--- src/rtl/approx_mul_rr_scheduler.sv ---
// Round-robin sequencer that time-shares one combinational approximate multiplier
// and screens every product against the exact result, keeping error statistics.
//
// state   | meaning
// --------+-------------------------------------------------------------
// S_IDLE  | scanning requesters from the rr pointer; grant and latch
// S_ISSUE | operands on the shared multiplier; capture product and error
// S_HOLD  | response valid, waiting for the consumer to accept
module approx_mul_rr_scheduler #(
  parameter int NREQ = 4,
  parameter int OPW  = 2,
  parameter int RESW = 4,
  parameter int ET   = 0,
  parameter int CNTW = 16
) (
  input  logic                     i_clk,
  input  logic                     i_rst,
  input  logic [NREQ-1:0]          i_req_valid,
  input  logic [NREQ*OPW-1:0]      i_req_a,
  input  logic [NREQ*OPW-1:0]      i_req_b,
  output logic [NREQ-1:0]          o_req_ready,
  output logic [2*OPW-1:0]         o_mul_in,
  input  logic [RESW-1:0]          i_mul_out,
  output logic                     o_rsp_valid,
  input  logic                     i_rsp_ready,
  output logic [RESW-1:0]          o_rsp_data,
  output logic [$clog2(NREQ)-1:0]  o_rsp_id,
  output logic [RESW-1:0]          o_rsp_err,
  input  logic                     i_stats_clr,
  output logic [CNTW-1:0]          o_viol_count,
  output logic [RESW-1:0]          o_max_err,
  output logic                     o_viol_sticky
);

  localparam int IDW = $clog2(NREQ);
  localparam logic [RESW-1:0] ET_V = RESW'(ET);

  typedef enum logic [1:0] {S_IDLE, S_ISSUE, S_HOLD} state_t;

  state_t          r_state;
  state_t          w_state_nxt;

  logic [IDW-1:0]  r_rr;
  logic [IDW-1:0]  r_id;
  logic [OPW-1:0]  r_a;
  logic [OPW-1:0]  r_b;
  logic            r_valid;
  logic [RESW-1:0] r_data;
  logic [RESW-1:0] r_err;
  logic [CNTW-1:0] r_viol_count;
  logic [RESW-1:0] r_max_err;
  logic            r_viol_sticky;

  logic            w_found;
  logic [IDW-1:0]  w_gnt;
  logic [IDW-1:0]  w_rr_nxt;
  logic [RESW-1:0] w_a_ext;
  logic [RESW-1:0] w_b_ext;
  logic [RESW-1:0] w_exact;
  logic [RESW-1:0] w_err;
  logic            w_viol;

  // First valid requester at or after the rr pointer, wrapping modulo NREQ.
  always_comb begin
    int v_idx;
    w_found = 1'b0;
    w_gnt   = '0;
    v_idx   = 0;
    for (int k = 0; k < NREQ; k++) begin
      v_idx = int'(r_rr) + k;
      if (v_idx >= NREQ) v_idx = v_idx - NREQ;
      if (!w_found && i_req_valid[v_idx]) begin
        w_found = 1'b1;
        w_gnt   = IDW'(v_idx);
      end
    end
  end

  assign w_rr_nxt = (w_gnt == IDW'(NREQ - 1)) ? '0 : w_gnt + 1'b1;

  assign o_req_ready = (!i_rst && r_state == S_IDLE && w_found) ?
                       (NREQ'(1) << w_gnt) : '0;

  assign w_a_ext = RESW'(r_a);
  assign w_b_ext = RESW'(r_b);
  assign w_exact = w_a_ext * w_b_ext;
  assign w_err   = (i_mul_out >= w_exact) ? (i_mul_out - w_exact) : (w_exact - i_mul_out);
  assign w_viol  = (w_err > ET_V);

  always_ff @(posedge i_clk) begin
    if (i_rst) r_state <= S_IDLE;
    else       r_state <= w_state_nxt;
  end

  always_comb begin
    w_state_nxt = r_state;
    case (r_state)
      S_IDLE:  if (w_found) w_state_nxt = S_ISSUE;
      S_ISSUE: w_state_nxt = S_HOLD;
      S_HOLD:  if (i_rsp_ready) w_state_nxt = S_IDLE;
      default: w_state_nxt = S_IDLE;
    endcase
  end

  always_ff @(posedge i_clk) begin
    if (i_rst) begin
      r_rr    <= '0;
      r_id    <= '0;
      r_a     <= '0;
      r_b     <= '0;
      r_valid <= 1'b0;
      r_data  <= '0;
      r_err   <= '0;
    end else begin
      case (r_state)
        S_IDLE: begin
          if (w_found) begin
            r_a  <= i_req_a[w_gnt*OPW +: OPW];
            r_b  <= i_req_b[w_gnt*OPW +: OPW];
            r_id <= w_gnt;
            r_rr <= w_rr_nxt;
          end
        end
        S_ISSUE: begin
          r_data  <= i_mul_out;
          r_err   <= w_err;
          r_valid <= 1'b1;
        end
        S_HOLD: begin
          if (i_rsp_ready) r_valid <= 1'b0;
        end
        default: r_valid <= 1'b0;
      endcase
    end
  end

  // Clear wins over a same-cycle sample; that sample's response still goes out.
  always_ff @(posedge i_clk) begin
    if (i_rst || i_stats_clr) begin
      r_viol_count  <= '0;
      r_max_err     <= '0;
      r_viol_sticky <= 1'b0;
    end else if (r_state == S_ISSUE) begin
      if (w_viol) begin
        if (r_viol_count != {CNTW{1'b1}}) r_viol_count <= r_viol_count + 1'b1;
        r_viol_sticky <= 1'b1;
      end
      if (w_err > r_max_err) r_max_err <= w_err;
    end
  end

  assign o_mul_in      = {r_b, r_a};
  assign o_rsp_valid   = r_valid;
  assign o_rsp_data    = r_data;
  assign o_rsp_id      = r_id;
  assign o_rsp_err     = r_err;
  assign o_viol_count  = r_viol_count;
  assign o_max_err     = r_max_err;
  assign o_viol_sticky = r_viol_sticky;

endmodule
--- config.mk ---
export PLATFORM = sky130hd
export DESIGN_NAME = approx_mul_rr_scheduler
export DESIGN_NICKNAME = d
export VERILOG_FILES = /design/src/rtl/approx_mul_rr_scheduler.sv
export SDC_FILE = /design/constraint.sdc
export NUM_CORES = 1
export LEC_CHECK = 0
export CORE_MARGIN = 3
export CORE_UTILIZATION = 45
export CTS_BUF_LIST = sky130_fd_sc_hd__clkbuf_4
export DETAILED_ROUTE_END_ITERATION = 10
export PLACE_DENSITY = 0.75
export SLEW_MARGIN = 5
export SYNTH_ARGS = -nofsm -noshare
export SYNTH_HDL_FRONTEND = slang
export SYNTH_SLANG_ARGS = --single-unit
export TNS_END_PERCENT = 10
--- constraint.sdc ---
create_clock -name i_clk -period 3.99 [get_ports i_clk]
set_input_delay 1.197 -clock i_clk [delete_from_list [all_inputs] [get_ports i_clk]]
set_output_delay 1.197 -clock i_clk [all_outputs]
set_load 0.02 [all_outputs]
Yosys cells after proc, flatten, opt, wreduce, memory -nomap -nowiden
Cells that the tools add are included.
- output and inout bits: 40
- latch bits: 0
- word-level logic and storage cells: 93
- RAM bits: 0
- input port bits: 28
- register bits: 40
- bits in read-only memories: 0
- memories: 0
- add/subtract/negate cells: 11
- eq/ne operators: 6
- bitwise operators: 1
- multiply operators: 1
- $lt $le $gt $ge: 11
- mux-type cells: 32
- shift operators: 3
- divide/modulo/power cells: 0
- reductions and logical operators: 17
- operators with widths (operator ; count):
    $lt 32x4->1 const B ; 4
    $mux 32 ; 4
    $add 16x1->16 const B ; 1
    $ne 16x16->1 const B ; 1
    $shiftx 8x4->2 ; 2
    $mux 2 ; 7
    $mux 1 ; 13
    $sub 3x3->4 const B ; 3
    $reduce_and 2->1 ; 5
    $ge 3x3->1 const B ; 3
    $bmux 1 s2 ; 4
    $mux 4 ; 2
    $sub 4x4->4 ; 2
    $add 2x2->3 const B ; 2
    $pmux 2 s3 ; 1
    $logic_and 1x1->1 ; 5
    $eq 2x2->1 const B ; 2
    $ge 4x4->1 ; 1
    $gt 4x1->1 const B ; 1
    $gt 4x4->1 ; 1
    $logic_not 1->1 ; 4
    $mul 2x2->4 ; 1
    $ne 2x2->1 const B ; 2
    $shl 1x2->4 const A ; 1
    10 further kinds ; 10

Logic depth before layout (Yosys ltp)
Gate-level depths: netlist (run 1).
- depth after elaboration: 17
- mapped depth: 16

Least setup slack after synthesis (run 1)
OpenSTA, ideal clock, no wires.
- path type: input to register
- start point: in i_mul_out[0]
- end point: reg r_max_err[3] (netlist: o_max_err[3])
- data arrival time: 3.832 ns
- path slack: 0.028 ns
- stages on the path: 13
- cell sequence: inv_1 ha_1 fa_1 a21boi_1 o21ai_1 a2111oi_4 or2_2 ha_1 o21ai_0 or2_2 mux2_2 a21oi_1 nor3_1
- longest elaborated chain between the ends: 4
- RTL lines (item ; line ; text):
    from (decl) ; 23 ; input logic [RESW-1:0] i_mul_out,
    $sub 4x4->4 or $ge 4x4->1 (tied branches) ; 87 ; assign w_err = (i_mul_out >= w_exact) ? (i_mul_out - w_exact) : (w_exact - i_mul_out);
    $mux 4 (*) ; 87 ;
    via w_err[3] ; 60 ; logic [RESW-1:0] w_err;
    $gt 4x4->1 ; 148 ; if (w_err > r_max_err) r_max_err <= w_err;
    $reduce_and 2->1 (no line) ; n/a ;
    to (signal assigned) ; 148 ;
    to (decl) ; 51 ; logic [RESW-1:0] r_max_err;
The timed path passes the listed nets; every way through them passes the cells marked *.
A chain may end at the register's enable or synchronous reset.

Final worst setup path (run 1)
- start point: in i_req_valid[1]
- end point: out o_req_ready[3]
- longest elaborated chain between the ends: 15
- RTL lines (item ; line ; text):
    from (decl) ; 18 ; input logic [NREQ-1:0] i_req_valid,
    $bmux 1 s2 ; 72 ; if (!w_found && i_req_valid[v_idx]) begin
    $mux 1 (implied by the code) (2 in a row) ; 72 ;
    $mux 1 ; 72 ;
    $logic_not 1->1 ; 72 ;
    $logic_and 1x1->1 ; 72 ;
    $mux 1 ; 72 ;
    $logic_not 1->1 ; 72 ;
    $logic_and 1x1->1 ; 72 ;
    $mux 1 ; 72 ;
    $logic_not 1->1 ; 72 ;
    $logic_and 1x1->1 ; 72 ;
    $mux 2 (*) ; 72 ;
    via w_gnt[1] ; 55 ; logic [IDW-1:0] w_gnt;
    $shl 1x2->4 (*) ; 82 ; (NREQ'(1) << w_gnt) : '0;
    $mux 4 (*) ; 81 ; assign o_req_ready = (!i_rst && r_state == S_IDLE && w_found) ?
    to (decl) ; 21 ; output logic [NREQ-1:0] o_req_ready,
The timed path passes the listed nets; every way through them passes the cells marked *. The select of a mux whose other input is x is not followed.

==> results of run 1 <==
## kinds of logic after synthesis
logic type               Yosys count  synth area share, %
buffers and inverters             28                 4.64
multiplexers                      16                 6.48
AND/OR/NAND/NOR                  122                 24.9
AO/OA/AOI/OAI                     78                 22.0
adder cells (fa/ha/maj)           19                 10.1
flip-flops                        40                 31.9
## metal layers
metal  wire length (um)  track usage, %  vias up
met5                  0               0        -
met4                 87            5.74        0
met3                234            3.25       10
met2               3520            37.8       60
met1               3230            29.2     1299
li1                   -               -     1328
## timing repair
| item | in CTS | in global routing |
|---|---|---|
| setup buffers | 1 | 1 |
| hold buffers | 0 | 0 |
| endpoints found under the setup margin | 7 | 11 |
| pin swaps | 8 | 9 |
| gates resized for setup | 27 | 12 |
## flip-flops by register name, indices dropped and copies added, names as in the netlist
| register | count |
|---|---|
| r_rr | 2 |
| r_state | 2 |
| o_rsp_err | 4 |
| o_rsp_valid | 1 |
| o_viol_count | 16 |
| o_viol_sticky | 1 |
| o_max_err | 4 |
| r_a | 2 |
| o_rsp_id | 2 |
| r_b | 2 |
| o_rsp_data | 4 |
## power groups by stage
stage | Sequential, mW | Clock [mW] | Combinational [mW]
floorplan | 0.487 | 0 | 0.229
global placement | 0.462 | 0 | 0.451
detailed placement | 0.464 | 0 | 0.459
CTS | 0.455 | 0.274 | 0.479
global route | 0.460 | 0.292 | 0.547
finish | 0.456 | 0.269 | 0.497
## path summary, 6_finish.rpt
kind / cells after the start / end
hold reg to reg: 2 / o_rsp_err[1]
hold / removal: 2 / o_rsp_err[1]
setup / recovery: 8 / o_req_ready[3]
setup reg to reg: 16 / o_max_err[3]
## Yosys cell counts (3+ instances only)
cell        n  area, um2
dfxtp_1    40        801
nor2_1     28        105
a21oi_1    27        135
nand2_1    27        101
ha_1       17        213
inv_1      17       63.8
mux2i_1    14        140
nand3_1    13       65.1
and2_1      9       56.3
clkbuf_1    8       30.0
nor3_1      8       40.0
or4_1       8       60.1
o31ai_1     7       52.6
nand4_1     6       37.5
o22ai_1     6       37.5
o21ai_1     5       25.0
or3_1       5       31.3
nor2b_1     4       25.0
o21ai_0     4       20.0
a211oi_1    3       22.5
a2bb2oi_1   3       26.3
nand2b_1    3       18.8
o211ai_1    3       22.5
or2_2       3       18.8
## worst max-delay path: stages
cell	delay [ns]
clkdlybuf4s50_1	0.47
a21oi_1	0.05
o21a_1	0.18
o22ai_2	0.16
inv_1	0.10
ha_1	0.20
and2_1	0.13
clkdlybuf4s15_2	0.25
## per-stage QoR
step                      hold WS, ns  total power, mW
final                           0.468             1.22
after global routing            0.492             1.30
after CTS                       0.471             1.21
after detailed placement        0.450            0.923
after global placement          0.445            0.913
after floorplan                 0.481            0.716
## layout make-up
| cell class | count | area (um2) |
|---|---|---|
| sequential | 40 | 801 |
| clock inverter | 3 | 37.5 |
| multi-input combinational | 235 | 1700 |
| fill | 432 | 1510 |
| clock buffer | 5 | 37.5 |
| inverter | 17 | 63.8 |
| timing repair buffer | 113 | 1000 |
| tap | 70 | 87.6 |
==> metrics.md, run 1 <==
| Metric | Value |
|---|---|
| CP startpoint | `i_req_valid[1]` |
| CTS tree | `yes` |
| Final hold vios | `0` |
| CTS Root Buffer Type | `clkbuf_4` |
| Worst hold-check path type | `reg -> reg` |
| Area grow syn2layout | `48.6%` |
| Setup violations, final | `0` |
| Worst-skew pair later-pin latency | `0.35 ns` |
| Mapped cell area | `2510 um2` |
| Setup Total Neg Slack | `0 ns` |
| Core ar. | `5240 um2` |
| Final setup margin | `0.0575 ns` |
| Final Util | `71.2%` |
| Post-Route WL | `7070 um` |
| WL/cell | `14.6 um` |
| Crit path DAT | `2.74 ns` |
| PortBufs | `67` |
| Synthesized area per cell | `8.28 um2` |
| Clk pwr share | `22.0%` |
| Psw | `0.413 mW` |
| Critical R2R Launch | `r_b[1]` |
| H-tree depth | `2` |
| Number of diodes | `0` |
| Bufs on Longest Clock Path | `2` |
| Post-Place Cell Area | `3550 um2` |
| CP Data Required Time | `2.79 ns` |
| Syn. warnings | `0` |
| Finished Layout Cells | `483` |
| Post-Place Cells | `473` |
| Final period utilization | `98.6%` |
| Crit end category | `primary output` |
| First-pass GRT wire length | `11,500 um` |
| Max FO, Critical Path | `3` |
| Number of synthesized flops with an enable pin | `0` |
| Synth Register Bits | `40` |
| DIE WIDTH | `80.7 um` |
| CP startpoint kind | `primary input` |
| Chip Height | `80.7 um` |
| Total number of vias | `2,697` |
| Max Clk Rate | `0.254 GHz` |
| CTS clk-pin slew, worst paths | `0.12 ns` |
| Total Routing Usage GR | `22.2%` |
| Kind of critical path | `in -> out` |
| Sequential Power Share | `37.3%` |
| Initial DRC count | `99` |
| DRC | `0` |
| Max Cap Viol | `0` |
| Min Tclk post-route | `3.93 ns` |
| Synth async-reset ratio | `0%` |
| Final HPWL DP | `5230 um` |
| Largest net degree at the start of global routing | `22` |
| Routability cong. | `0.922` |
| Rel. slew slack | `51.1%` |
| Commonest cells after routing, fill and taps aside | `clkdlybuf4s50_1 (60), buf_4 (46), dfxtp_1 (40), nand2_1 (27), a21oi_1 (27)` |
| Detail-routed via count per cell | `5.58` |
| Synth Net Count | `350` |
| Lkg Pwr | `1.51 nW` |
| Antenna violations before repair | `0` |
| Unique masters post-synth | `51` |
| Setup slack, reg-to-reg | `0.42 ns` |
| Peak VDD IR | `201 uV` |
| P per Cell Area | `328 nW/um2` |
| Sequential share of the synthesized area | `31.9%` |
| Overflow after GRT | `0` |
| Num Clock Sinks | `40` |
| IO Count | `68` |
| DRT Pass-1 Iters | `5` |
| Most used DFF post-synth | `dfxtp_1` |
| Final nets | `459` |
| Die ar. | `6510 um2` |
| Share of cells above drive strength 1 | `20.1%` |
| RSZ-0062 raised after global routing | `true` |
| Pint | `0.808 mW` |
| Slew Viols, Final | `0` |
| Status | `finished clean` |
| Switching Fraction | `33.8%` |
| Post-route antenna net violation count | `0` |
| Post-Synthesis Cells | `303` |
| Place WS | `-0.688 ns` |
| Total CTS buffers | `5` |
| Commonest non-fill, non-tap cell in the layout | `clkdlybuf4s50_1` |
| Hold Crit Start | `o_rsp_err[1]` |
| Worst Max-Slew Pin Slew | `0.731 ns` |
| Power share of the combinational group | `40.7%` |
| Vias in the first global route | `2,537` |
| Post-route cell area | `3730 um2` |
| Clock Skews | `0.00880 ns` |
| Initial core utilization | `47.9%` |
| Cell row count | `26` |
Note: power is estimated with default switching activity, not from simulation.
==> run 2: changes to the inputs <==
--- a/config.mk
+++ b/config.mk
@@ -5,7 +5,7 @@
 export SDC_FILE = /design/constraint.sdc
 export NUM_CORES = 1
 export LEC_CHECK = 0
-export CORE_MARGIN = 3
+export CORE_MARGIN = 2
 export CORE_UTILIZATION = 45
 export CTS_BUF_LIST = sky130_fd_sc_hd__clkbuf_4
 export DETAILED_ROUTE_END_ITERATION = 10
==> metrics.md, run 2 (synthesized netlist as in run 1, its figures left out) <==
| Metric | Value |
|---|---|
| CTS tree | `yes` |
| Initial core utilization | `46.1%` |
| Antenna violations before repair | `0` |
| Number of flip-flops under the largest register name | `16` |
| Total CTS buffers | `5` |
| Bufs on Longest Clock Path | `2` |
| Slew Viols, Final | `0` |
| Min Tclk post-route | `3.94 ns` |
| Total number of vias | `2,640` |
| Setup slack, reg-to-reg | `0.42 ns` |
| CP startpoint kind | `primary input` |
| Area grow syn2layout | `49.5%` |
| Initial DRC count | `103` |
| Max FO, Critical Path | `5` |
| Rel. slew slack | `58.7%` |
| Commonest cells after routing, fill and taps aside | `clkdlybuf4s50_1 (59), buf_4 (45), dfxtp_1 (40), nor2_1 (28), nand2_1 (27)` |
| Pint | `0.819 mW` |
| Worst-skew pair later-pin latency | `0.37 ns` |
| CTS Root Buffer Type | `clkbuf_4` |
| Core ar. | `5440 um2` |
| PortBufs | `67` |
| Register-to-Register Path Depth | `16` |
| Die ar. | `6190 um2` |
| Crit path DAT | `4.22 ns` |
| DIE WIDTH | `78.7 um` |
| Overflow after GRT | `0` |
| Sequential Power Share | `36.6%` |
| Fillers | `433` |
| Final nets | `458` |
| CP Data Required Time | `4.27 ns` |
| Post-route antenna net violation count | `0` |
| H-tree depth | `2` |
| Endpoint of the worst hold path | `o_rsp_data[0]` |
| FF+latch area | `801 um2` |
| Setup violations, final | `0` |
| DRC | `0` |
| IO Count | `68` |
| Clk pwr share | `22.4%` |
| Switching Fraction | `34.2%` |
| Chip Height | `78.7 um` |
| Max Clk Rate | `0.254 GHz` |
| Number of diodes | `0` |
| Worst hold-check path type | `reg -> reg` |
| Largest net degree at the start of global routing | `22` |
| Share of cells above drive strength 1 | `21.1%` |
| Worst hold path depth | `2` |
| Psw | `0.427 mW` |
| Design Power | `1.25 mW` |
| Detail-routed via count per cell | `5.45` |
| Lkg Pwr | `1.53 nW` |
| Final Util | `68.9%` |
| Worst Max-Slew Pin Slew | `0.613 ns` |
| Power share of the combinational group | `41.1%` |
| Crit end category | `register` |
| DRT Pass-1 Iters | `5` |
| Final hold vios | `0` |
| Hold Crit Start | `o_rsp_data[0]` |
| Critical R2R Launch | `r_b[1]` |
| Status | `finished clean` |
| Final HPWL DP | `5080 um` |
| First-pass GRT wire length | `11,100 um` |
| Commonest non-fill, non-tap cell in the layout | `clkdlybuf4s50_1` |
| Kind of critical path | `in -> reg` |
| Area of the multi-input gates | `1720 um2` |
| CTS clk-pin slew, worst paths | `0.13 ns` |
| P per Cell Area | `332 nW/um2` |
| Vias in the first global route | `2,485` |
| Peak VDD IR | `170 uV` |
| WL/cell | `14.4 um` |
| Max Cap Viol | `0` |
| Clock Skews | `0.0175 ns` |
| Cell row count | `27` |
| Routability cong. | `0.951` |
| Reg2reg end | `o_max_err[3]` |
| Final period utilization | `98.8%` |
| Num Clock Sinks | `40` |
| Total Routing Usage GR | `22.2%` |
| Post-Route WL | `6990 um` |
-- run 2: changes by cell type in the layout (fill, tap and decap cells not counted), sizes merged --
cell           delta
dlymetal6s2s      +2
clkdlybuf4s50     -1
clkdlybuf4s15     -1
dlygate4sd2       -1
clkinv            -1
clkinvlp          +1
-- run 2: critical path, stage by stage --
cell and delay, ns:
clkdlybuf4s50_1 0.49, inv_1 0.05, ha_2 0.32, buf_4 0.15, o21a_1 0.12, buf_4 0.14
a2111oi_4 0.35, or2_4 0.17, ha_1 0.26, nand3_2 0.10, o21ai_1 0.08, or3_4 0.40
o311ai_4 0.11, nor3_1 0.09, nor3_1 0.18
-- run 2: metrics by stage --
step                setup slack (ns)  hold slack [ns]  cell area, um2  TNS (ns)  std cells
floorplan                     0.0277            0.481            2510         0        303
global placement              -0.513            0.444            3540     -3.83        473
detailed placement            -0.598            0.450            3540     -5.50        473
CTS                          -0.0876            0.468            3640    -0.230        484
global route                 -0.0477            0.483            3750    -0.125        484
finish                        0.0473            0.466            3750         0        484
-- run 2: timing repair --
item                       in CTS  in global routing
gates cloned                    0                  0
setup endpoints to repair       7                  6
buffers inserted                3                  0
hold buffers                    0                  0
pin swaps                       2                 10
gates resized for setup        21                 26
-- run 2: routing by layer --
| layer | part of all wire [%] | track usage [%] |
|---|---|---|
| met2 | 50 | 38.0 |
| met5 | 0 | 0 |
| met1 | 45 | 27.4 |
| met3 | 3.4 | 4.37 |
| met4 | 1.6 | 8.25 |
-- run 2: how the worst max path moves through the flow --
| stage | depth (start not counted) | startpoint | end | slack, ns |
|---|---|---|---|---|
| after floorplan | 13 | i_mul_out[0] | o_max_err[3] | 0.03 |
| after global placement | 15 | i_mul_out[0] | o_max_err[3] | -0.51 |
| after detailed placement | 14 | i_mul_out[0] | o_max_err[0] | -0.60 |
| after CTS | 15 | i_mul_out[0] | o_max_err[3] | -0.09 |
| after global routing | 15 | i_mul_out[2] | o_max_err[0] | -0.05 |
| final | 15 | i_mul_out[2] | o_max_err[3] | 0.05 |
-- run 2: area by class of cell --
class	count	share of cell area [%]
well taps	72	2.40
inverters	17	1.70
flip-flops and latches	40	21.4
clock inverters	3	1.13
clock buffers	5	1.00
repair buffers	112	26.5
multi-input cells	235	45.9
-- run 2: power by group through the flow --
stage                     Sequential, mW  Combinational (mW)  Clock, mW
after floorplan                    0.487               0.229          0
after global placement             0.462               0.451          0
after detailed placement           0.464               0.459          0
after CTS                          0.455               0.470      0.284
after global routing               0.460               0.556      0.302
final                              0.456               0.512      0.279
==> run 3: changes to the inputs <==
--- a/config.mk
+++ b/config.mk
@@ -9,7 +9,8 @@
 export CORE_UTILIZATION = 45
 export CTS_BUF_LIST = sky130_fd_sc_hd__clkbuf_4
 export DETAILED_ROUTE_END_ITERATION = 10
-export PLACE_DENSITY = 0.75
+export PLACE_DENSITY = 0.78
+export SKIP_LAST_GASP = 1
 export SLEW_MARGIN = 5
 export SYNTH_ARGS = -nofsm -noshare
 export SYNTH_HDL_FRONTEND = slang
==> metrics.md, run 3 (synthesized netlist as in run 1, its figures left out) <==
| Metric | Value |
|---|---|
| Final nets | `462` |
| Num Clock Sinks | `40` |
| Setup slack, reg-to-reg | `0.46 ns` |
| Final HPWL DP | `5200 um` |
| Post-route antenna net violation count | `0` |
| Crit path DAT | `2.79 ns` |
| DRT Pass-1 Iters | `4` |
| Core ar. | `5440 um2` |
| Total CTS buffers | `5` |
| Peak VDD IR | `259 uV` |
| Max Clk Rate | `0.251 GHz` |
| Crit end category | `primary output` |
| Endpoint of the worst hold path | `o_rsp_err[1]` |
| Initial core utilization | `46.1%` |
| CTS clk-pin slew, worst paths | `0.14 ns` |
| Rel. slew slack | `65.9%` |
| Total Routing Usage GR | `23.1%` |
| WL/cell | `14.8 um` |
| Slew Viols, Final | `0` |
| DRC | `0` |
| Final period utilization | `100%` |
| Setup violations, final | `1` |
| Min Tclk post-route | `3.99 ns` |
| IO Count | `68` |
| Worst-skew pair later-pin latency | `0.36 ns` |
| Clock Skews | `0.00962 ns` |
| RSZ-0062 raised after global routing | `true` |
| Largest net degree at the start of global routing | `22` |
| Worst hold path depth | `2` |
| Final Util | `68.9%` |
| Failing checks | `setup timing` |
| H-tree depth | `2` |
| Initial DRC count | `88` |
| Lkg Pwr | `1.53 nW` |
| Post-route cell area | `3750 um2` |
| Max Cap Viol | `0` |
| Antenna violations before repair | `0` |
| DIE WIDTH | `78.7 um` |
| Worst Max-Slew Pin Slew | `0.509 ns` |
| PortBufs | `67` |
| Post-Place Cell Area | `3570 um2` |
| First-pass GRT wire length | `11,700 um` |
| Max FO, Critical Path | `4` |
| Final setup margin | `-0.00108 ns` |
| Total number of vias | `2,708` |
| P per Cell Area | `331 nW/um2` |
| Overflow after GRT | `0` |
| Detail-routed via count per cell | `5.55` |
| Commonest non-fill, non-tap cell in the layout | `clkdlybuf4s50_1` |
| Final hold vios | `0` |
| Hold Crit Start | `o_rsp_err[1]` |
| Vias in the first global route | `2,518` |
| Cell row count | `27` |
| CTS tree | `yes` |
| Kind of critical path | `in -> out` |
| Post-Route WL | `7220 um` |
| Worst hold-check path type | `reg -> reg` |
| Commonest cells after routing, fill and taps aside | `clkdlybuf4s50_1 (59), buf_4 (49), dfxtp_1 (40), nor2_1 (28)` |
| Area grow syn2layout | `49.5%` |
| CP Data Required Time | `2.79 ns` |
| Status | `finished, violations left` |
| Critical R2R Launch | `r_b[1]` |
| Routability cong. | `0.903` |
| Number of flip-flops under the largest register name | `16` |
| Die ar. | `6190 um2` |
| CP startpoint kind | `primary input` |
| Reg2reg end | `o_max_err[3]` |
| Chip Height | `78.7 um` |
| CTS Hold Buffers Added | `0` |
| Share of cells above drive strength 1 | `20.0%` |
| CTS Root Buffer Type | `clkbuf_4` |
| Register-to-Register Path Depth | `16` |
| Bufs on Longest Clock Path | `2` |
| Number of diodes | `0` |
## run 3: changes by cell type in the layout (fill, tap and decap cells not counted), sizes merged
cell	before	now
clkdlybuf4s15	0	1
dlymetal6s2s	3	2
buf	49	51
clkinvlp	1	0
clkbuf	5	6
dlygate4sd2	1	2
clkinv	1	2
## run 3: metal layers
| metal | vias to the layer above | share of wire, % | global-route usage, % |
|---|---|---|---|
| met5 | - | 0 | 0 |
| met4 | 0 | 1.6 | 5.79 |
| met3 | 14 | 3.1 | 2.87 |
| met2 | 68 | 51 | 41.3 |
| met1 | 1287 | 44 | 29.4 |
| li1 | 1339 | - | - |
## run 3: per-stage QoR
stage | TNS [ns] | cells | hold WS (ns) | setup slack, ns | power, mW
finish | -0.00108 | 488 | 0.465 | -0.00108 | 1.24
global route | -0.258 | 488 | 0.486 | -0.0625 | 1.30
CTS | -0.0131 | 487 | 0.468 | -0.00982 | 1.23
detailed placement | -5.50 | 475 | 0.449 | -0.582 | 0.931
global placement | -3.90 | 475 | 0.444 | -0.467 | 0.916
floorplan | 0 | 303 | 0.481 | 0.0277 | 0.716
## run 3: how the worst max path moves through the flow
stage                         startpoint  depth (start not counted)             end  slack (ns)
after detailed placement    i_mul_out[0]                         14    o_max_err[0]       -0.58
final                     i_req_valid[3]                          8  o_req_ready[0]      -0.001
after global placement      i_mul_out[0]                         15    o_max_err[3]       -0.47
after global routing        i_mul_out[2]                         15    o_max_err[3]       -0.06
after floorplan             i_mul_out[0]                         13    o_max_err[3]        0.03
after CTS                 i_req_valid[1]                          8  o_req_ready[1]       -0.01
## run 3: report_power, final
group          total [mW]  switching, mW  internal [mW]
registers           0.454         0.0246          0.429
clock network       0.284          0.153          0.131
logic               0.501          0.248          0.253
total                1.24          0.426          0.813
## run 3: critical path, cell delays in order
cell and delay, ns:
clkdlybuf4s50_1 0.56, nor2_1 0.10, nor3_2 0.20, buf_4 0.16, inv_1 0.07, ha_1 0.19
and2_1 0.15, buf_4 0.16
## run 3: what timing repair did
action / CTS / global route
setup endpoints to repair: 7 / 7
gates resized for setup: 25 / 10
pin swaps: 5 / 2
gates cloned: 0 / 0
buffers inserted: 4 / 1
## run 3: area by class of cell
cell class	instances	area, um2
Timing Repair Buffer	116	1040
Clock inverter	3	42.5
Inverter	17	63.8
Multi-Input combinational cell	235	1670
Tap cell	72	90.1
Sequential cell	40	801
Clock buffer	5	37.5
Fill cell	448	1690
